==> src/rtl/jtkicker_pkg.sv <==
// Shared types and constants for the kicker graphics ROM slots.
// Holds the slot FSM states, the default SDRAM address width and the ROM region bases.
package jtkicker_pkg;

    typedef enum logic [1:0] {
        IDLE  = 2'd0,
        REQ   = 2'd1,
        BEAT0 = 2'd2,
        BEAT1 = 2'd3
    } slot_state_t;

    localparam int SDW_DEF = 22;

    // SDRAM base addresses (16-bit words) of each graphics ROM region
    localparam logic [SDW_DEF-1:0] MAIN_OFFSET = 22'h000000;
    localparam logic [SDW_DEF-1:0] SCR_OFFSET  = 22'h010000;
    localparam logic [SDW_DEF-1:0] OBJ_OFFSET  = 22'h018000;
    localparam logic [SDW_DEF-1:0] PROM_OFFSET = 22'h020000;

endpackage

==> src/rtl/jtkicker_romslot.sv <==
// Single-entry ROM slot: turns a missed 32-bit tile fetch into a two-beat
// 16-bit SDRAM burst and keeps the last fetched word as a one-entry cache.
module jtkicker_romslot
    import jtkicker_pkg::*;
#(
    parameter int             AW     = 13,
    parameter int             SDW    = SDW_DEF,
    parameter logic [SDW-1:0] OFFSET = '0
) (
    input  logic           clk,
    input  logic           rst,
    input  logic           slot_cs,
    input  logic [AW-1:0]  slot_addr,
    output logic [31:0]    slot_dout,
    output logic           slot_ok,
    output logic [SDW-1:0] sdram_addr,
    output logic           sdram_req,
    input  logic           sdram_ack,
    input  logic           data_dst,
    input  logic           data_rdy,
    input  logic [15:0]    data_read
);

    slot_state_t   state, state_nxt;
    logic [AW-1:0] tag;
    logic [AW-1:0] fetch_addr;
    logic          valid;
    logic [31:0]   data;
    logic          beat;
    logic          start_fetch;

    assign beat       = data_dst & data_rdy;
    assign slot_ok    = valid & slot_cs & (tag == slot_addr);
    assign slot_dout  = data;
    // Word address doubled for 16-bit SDRAM words; the sum wraps modulo 2^SDW
    assign sdram_addr = OFFSET + SDW'({fetch_addr, 1'b0});

    always_comb begin
        state_nxt   = state;
        start_fetch = 1'b0;
        sdram_req   = 1'b0;
        case (state)
            IDLE: begin
                if (slot_cs && !slot_ok) begin
                    start_fetch = 1'b1;
                    state_nxt   = REQ;
                end
            end
            REQ: begin
                sdram_req = 1'b1;
                if (sdram_ack) state_nxt = BEAT0;
            end
            BEAT0: begin
                if (beat) state_nxt = BEAT1;
            end
            BEAT1: begin
                if (beat) state_nxt = IDLE;
            end
            default: state_nxt = IDLE;
        endcase
    end

    // A burst in flight always completes; the cache entry is tagged with the
    // address that launched it, not whatever the requester shows now
    always_ff @(posedge clk) begin
        if (rst) begin
            state      <= IDLE;
            tag        <= '0;
            fetch_addr <= '0;
            valid      <= 1'b0;
            data       <= '0;
        end else begin
            state <= state_nxt;
            if (start_fetch) begin
                fetch_addr <= slot_addr;
                valid      <= 1'b0;
            end
            if (state == BEAT0 && beat) begin
                data[15:0] <= data_read;
            end
            if (state == BEAT1 && beat) begin
                data[31:16] <= data_read;
                tag         <= fetch_addr;
                valid       <= 1'b1;
            end
        end
    end

endmodule

==> config.mk <==
export PLATFORM = sky130hd
export DESIGN_NAME = jtkicker_romslot
export DESIGN_NICKNAME = d
export VERILOG_FILES = /design/src/rtl/jtkicker_pkg.sv /design/src/rtl/jtkicker_romslot.sv
export SDC_FILE = /design/constraint.sdc
export NUM_CORES = 1
export LEC_CHECK = 0
export CORE_MARGIN = 8
export CORE_UTILIZATION = 40
export CTS_CLUSTER_DIAMETER = 200
export DETAILED_ROUTE_END_ITERATION = 10
export PLACE_DENSITY_LB_ADDON = 0.05
export SKIP_CTS_REPAIR_TIMING = 1
export SYNTH_ARGS = -nofsm -noshare
export SYNTH_HDL_FRONTEND = slang
export SYNTH_SLANG_ARGS = --single-unit
==> constraint.sdc <==
create_clock -name clk -period 1.59 [get_ports clk]
set_clock_uncertainty 0.1 [all_clocks]
set_input_delay 0.2385 -clock clk [delete_from_list [all_inputs] [get_ports clk]]
set_output_delay 0.2385 -clock clk [all_outputs]
set_load 0.01 [all_outputs]
==> flow_metrics.tcl, run 1 <==
set metrics [dict create \
    status "complete, but fails checks" \
    failed_checks "setup timing" \
    synth_cell_types 25 \
    netlist.area_leader.share 0.491 \
    core_um2 5960 \
    drv_cap 0 \
    drt_iter0_drc 70 \
    postRouteAntennaNets 0 \
    yosys-top-cells-area "dfxtp_1 49%, nand2_1 16%, a21oi_1 11%" \
    crit_type "in2out" \
    setup_ws_ns -0.311 \
    start_util 0.417 \
    fp.dieW_um 94.8 \
    crit_family "buffers and inverters" \
    whs_ns 0.103 \
    grt_util_all_layers 0.159 \
    drtPass1Iterations 4 \
    crit_fanout 2 \
    multi_input_area_um2 1260 \
    clockRootBuffer "clkbuf_8" \
    dp_hpwl_um 5040 \
    setup_viol 17 \
    path_cells "clkdlybuf4s50_1 -> xnor2_1 -> nand4_1 -> nor4_4 -> buf_2" \
    max_freq_mhz 526 \
    drc 0 \
    die-area_um2 8990 \
    min_path_type "in2reg" \
    fin_nets 445 \
    gr-total-overflow 0 \
    slowest_stage "clkdlybuf4s50_1" \
    path_buf_inv 2 \
    yosysWarnings 0 \
    fillerInstances 515 \
    cp-start-kind "primary input" \
    netlist_area_um2 2480 \
    numCtsBuffers 9 \
    fin_crit_ns 1.90 \
    yosys.area.top_type "dfxtp_1" \
    via_per_inst 4.84 \
    place_congestion 0.771 \
    tns_ns -3.78 \
    die_y_um 94.8 \
    period_share 1.20 \
    htreeDepth 3 \
    area_growth_pct 62.4 \
    worstPathRequired_ns 1.25 \
    max_stage_delay_ns 0.53 \
    drt-total-wl_um 7280 \
    diodes 0 \
    cts_buffer_depth 2 \
    hold_violations 0 \
    io_pins 91 \
    syn-instance-count 309 \
    p_leak_nw 2.06 \
    critPathArrivalTime_ns 1.56 \
    routed-via-count 2354 \
    antenna_found_initial 0 \
    drive_above_1_share 0.217 \
    post_synth.cell_area_avg_um2 8.04 \
    end_kind "primary output" \
    clock_latency_ns 0.33 \
    wire_per_inst_um 15.0 \
    cts_tree "yes" \
    path_clk_slew_ns 0.06 \
    rsz0062_at_grt "true" \
    rows 28 \
    numPortBuffers 81 \
    ir_worst_vdd_v 0.000755 \
    regArea_um2 1230 \
    grt_pass1_vias 2302 \
    power_density_nw_per_um2 1110 \
    grt_pass1_wl_um 11300 \
    slew_violations 0 \
    ys_ff_latch 61 \
    grt_max_degree 26 \
    regToRegSetupSlack_ns -0.25 \
    cts_sinks 61 \
    ys_seq_area_frac 0.491 \
]
## per-stage QoR
stage | setup WS (ns) | std cells | util | cell area [um^2] | total power, mW
3_5_place_dp | -0.825 | 466 | 0.588 | 3500 | 2.88
5_1_grt | -0.389 | 486 | 0.678 | 4040 | 4.71
2_1_floorplan | 0.000785 | 317 | - | 2520 | 2.31
6_report | -0.311 | 486 | 0.678 | 4040 | 4.48
4_1_cts | -0.851 | 482 | 0.625 | 3720 | 4.41
3_3_place_gp | -0.826 | 466 | 0.588 | 3500 | 2.86
## worst min-delay path, stage by stage
cell and delay [ns]:
dlymetal6s2s_1 0.15, nand2_2 0.06, a21oi_2 0.04
## registers in the layout (all words and copies together) (netlist names)
register	cells
valid	1
tag	13
slot_dout	32
fetch_addr	13
state	2
## logic make-up (layout without fill, tap and decap cells)
kind of cell / Yosys count / after routing / share of synthesized area
compound gates: 80 / 80 / 0.178
xor+xnor: 13 / 13 / 0.0458
fa+ha+maj: 4 / 4 / 0.0201
buf+inv: 32 / 126 / 0.0655
flops: 61 / 61 / 0.491
mux: 1 / 1 / 0.00403
other cells: 1 / 9 / 0.00151
simple gates: 117 / 117 / 0.193
## layout by cell type, fill, tap and decap left out, types with 3 or more instances in the layout
master / Yosys / layout
o21ai_0: 6 / 6
o21ai_1: 9 / 8
nand2_2: 0 / 8
inv_1: 4 / 4
buf_4: 9 / 15
clkbuf_8: 0 / 10
nand2_1: 104 / 92
nand2_4: 0 / 4
dfxtp_2: 0 / 10
nand4_1: 3 / 3
xnor2_1: 13 / 6
buf_12: 0 / 7
ha_1: 4 / 4
a21oi_2: 8 / 14
xnor2_2: 0 / 7
clkdlybuf4s50_1: 0 / 38
dlymetal6s2s_1: 0 / 41
conb_1: 1 / 9
dfxtp_1: 61 / 51
a21oi_1: 54 / 48
## where the power goes
| part | switching (mW) | total, mW | internal [mW] |
|---|---|---|---|
| clock network | 0.607 | 1.53 | 0.922 |
| registers | 0.0824 | 1.74 | 1.65 |
| logic | 0.610 | 1.21 | 0.604 |
| total | 1.30 | 4.48 | 3.18 |
## cell type report
class                   instances  area share
well taps                      75      0.0233
flip-flops and latches         61       0.306
inverters                       4     0.00372
multi-input cells             224       0.313
clock inverters                 6      0.0214
repair buffers                106       0.298
clock buffers                  10      0.0341
## synthesized netlist by cell type
master     count
o21ai_1        9
buf_6          1
nand3_1        3
nor4_4         1
ha_1           4
nand4_1        3
clkbuf_1      17
inv_1          4
and2_1         1
a2bb2oi_1      1
nor2_1         1
a21oi_2        8
nand2_1      104
nand2b_1       2
dfxtp_1       61
a21oi_1       54
mux2i_1        1
xnor2_1       13
conb_1         1
buf_4          9
o21a_1         1
o21ai_0        6
o41a_1         1
and3_1         2
buf_2          1
## routing by layer
layer,track usage,wire [um],vias up
li1,-,-,1191
met1,0.181,3250,1099
met2,0.269,3540,59
met3,0.0587,429,5
met4,0.0507,54,0
met5,0,0,-
## path summary, 6_finish.rpt
| kind | start | cells past startpoint | end |
|---|---|---|---|
| setup / recovery | slot_addr[10] | 5 | slot_ok |
| hold reg to reg | slot_dout[3] | 2 | slot_dout[3] |
| hold / removal | slot_addr[1] | 3 | fetch_addr[1] |
| setup reg to reg | tag[5] | 7 | fetch_addr[3] |
No activity file was read; power rests on OpenSTA's default activity.
==> run 2, diff against run 1 <==
==> constraint.sdc (replaced) <==
create_clock -name clk -period 1.59 [get_ports clk]
set_clock_uncertainty 0.1 [all_clocks]
set_input_delay 0.318 -clock clk [delete_from_list [all_inputs] [get_ports clk]]
set_output_delay 0.318 -clock clk [all_outputs]
set_load 0.01 [all_outputs]
==> run 2 against run 1 <==
The run still ends with setup timing left. Final cell count is 0.21% lower. Count of clock-buffer cells in the layout rose by 2. Non-clock buffer count is 1 lower. Critical path type unchanged. Clock power about the same. Setup slack got worse by 0.090 ns. Register-to-register slack improved by 0.02 ns. Core utilization shrank 0.36 points. Largest cell class unchanged. Largest power group unchanged. Combinational power is 3% lower. Power fell by 0.27%.
==> flow_metrics.tcl, run 2 (same netlist as run 1, synthesis figures left out) <==
set metrics [dict create \
    grt_max_degree 44 \
    worstReg2RegEnd "state[0]" \
    wire_per_inst_um 15.0 \
    cts_sinks 61 \
    die_y_um 94.8 \
    r2r-start "tag[7]" \
    drt-total-wl_um 7250 \
    postRouteAntennaNets 0 \
    failed_checks "setup timing" \
    drc 0 \
    area_growth_pct 61.5 \
    fp.dieW_um 94.8 \
    whs_path_depth 2 \
    cts_tree "yes" \
    gr-total-overflow 0 \
    numCtsBuffers 9 \
    slew_violations 0 \
    setup_viol 17 \
    grt_pass1_vias 2261 \
    whs_ns 0.194 \
    drtPass1Iterations 4 \
    dpl_cell_area_um2 3480 \
    start_util 0.417 \
    drt_iter0_drc 94 \
    path_clk_slew_ns 0.06 \
    grt_util_all_layers 0.157 \
    critPathArrivalTime_ns 1.57 \
    cp-start-kind "primary input" \
    period_share 1.25 \
    p_leak_nw 2.34 \
    design_area_um2 4010 \
    status "complete, but fails checks" \
    clock_latency_ns 0.33 \
    layout_commonest_cell "nand2_1" \
    fin_nets 444 \
    hold_violations 0 \
    setup_ws_ns -0.401 \
    rsz0062_at_grt "true" \
    clockRootBuffer "clkbuf_8" \
    end_kind "primary output" \
    worstPathRequired_ns 1.17 \
    diodes 0 \
    hold-path-endpoint "slot_dout[18]" \
    total_power_mw 4.47 \
    min_path_type "in2reg" \
    ir_worst_vdd_v 0.000681 \
    htreeDepth 3 \
    tns_ns -3.53 \
    largest_register_ffs 32 \
    regToRegSetupSlack_ns -0.23 \
    max_freq_mhz 502 \
    power_density_nw_per_um2 1110 \
    regArea_um2 1230 \
    crit_fanout 2 \
    drv_cap 0 \
    grt_pass1_wl_um 11000 \
    io_pins 91 \
    numPortBuffers 81 \
    multi_input_area_um2 1260 \
    fillerInstances 505 \
    hp-start "rst" \
    die-area_um2 8990 \
    routed-via-count 2361 \
    cts_buffer_depth 2 \
    via_per_inst 4.87 \
    crit_type "in2out" \
    fin_crit_ns 1.99 \
    drive_above_1_share 0.207 \
    core_um2 5960 \
    reg2regPathDepth 7 \
    antenna_found_initial 0 \
    place_congestion 0.758 \
    rows 28 \
    layout_common_cells "92 x nand2_1, 58 x dlymetal6s2s_1, 50 x dfxtp_1" \
    dp_hpwl_um 5000 \
]
==> run 2: cell types whose count changed in the layout (fill, tap and decap cells not counted), sizes merged <==
cell           before  now
clkinv              3    2
buf                26   25
dlymetal6s2s       41   58
clkdlybuf4s50      38   21
clkinvlp            1    0
clkbuf             11   13
==> run 2: how the worst max path moves through the flow <==
| stage | startpoint | end | slack [ns] |
|---|---|---|---|
| finish | slot_addr[1] | slot_ok | -0.40 |
| global route | tag[12] | slot_ok | -0.49 |
| CTS | slot_addr[3] | slot_ok | -0.93 |
| detailed placement | slot_addr[3] | slot_ok | -0.92 |
| global placement | slot_addr[5] | slot_ok | -0.92 |
| floorplan | slot_addr[9] | slot_ok | -0.02 |
==> run 2: per-layer routing <==
metal,vias up,share of wire,GRT usage,routed length (um)
li1,1187,-,-,-
met1,1090,0.46,0.193,3330
met2,75,0.47,0.244,3420
met3,9,0.053,0.0429,382
met4,0,0.017,0.0858,120
met5,-,0,0,0
==> run 2: layout make-up <==
cell class / instances / area share
multi-input cells: 224 / 0.313
flip-flops and latches: 61 / 0.308
repair buffers: 105 / 0.296
clock buffers: 12 / 0.0387
well taps: 75 / 0.0234
clock inverters: 4 / 0.0175
inverters: 4 / 0.00374
==> run 2: where the power goes <==
| part | leakage (nW) | switching, mW | internal, mW |
|---|---|---|---|
| registers | 0.499 | 0.0844 | 1.65 |
| logic | 1.72 | 0.606 | 0.568 |
| clock network | 0.116 | 0.591 | 0.964 |
| total | 2.34 | 1.28 | 3.19 |
==> run 2: critical path, stage by stage <==
cell             delay (ns)
clkdlybuf4s50_1        0.49
xnor2_1                0.12
nand3_1                0.19
nor4_4                 0.26
buf_2                  0.18
==> run 2: metrics by stage <==
stage / worst slack (ns) / util / cells
3_5_place_dp: -0.921 / 0.584 / 467
4_1_cts: -0.930 / 0.622 / 483
3_3_place_gp: -0.916 / 0.584 / 467
6_report: -0.401 / 0.674 / 485
2_1_floorplan: -0.0208 / - / 317
5_1_grt: -0.487 / 0.674 / 485
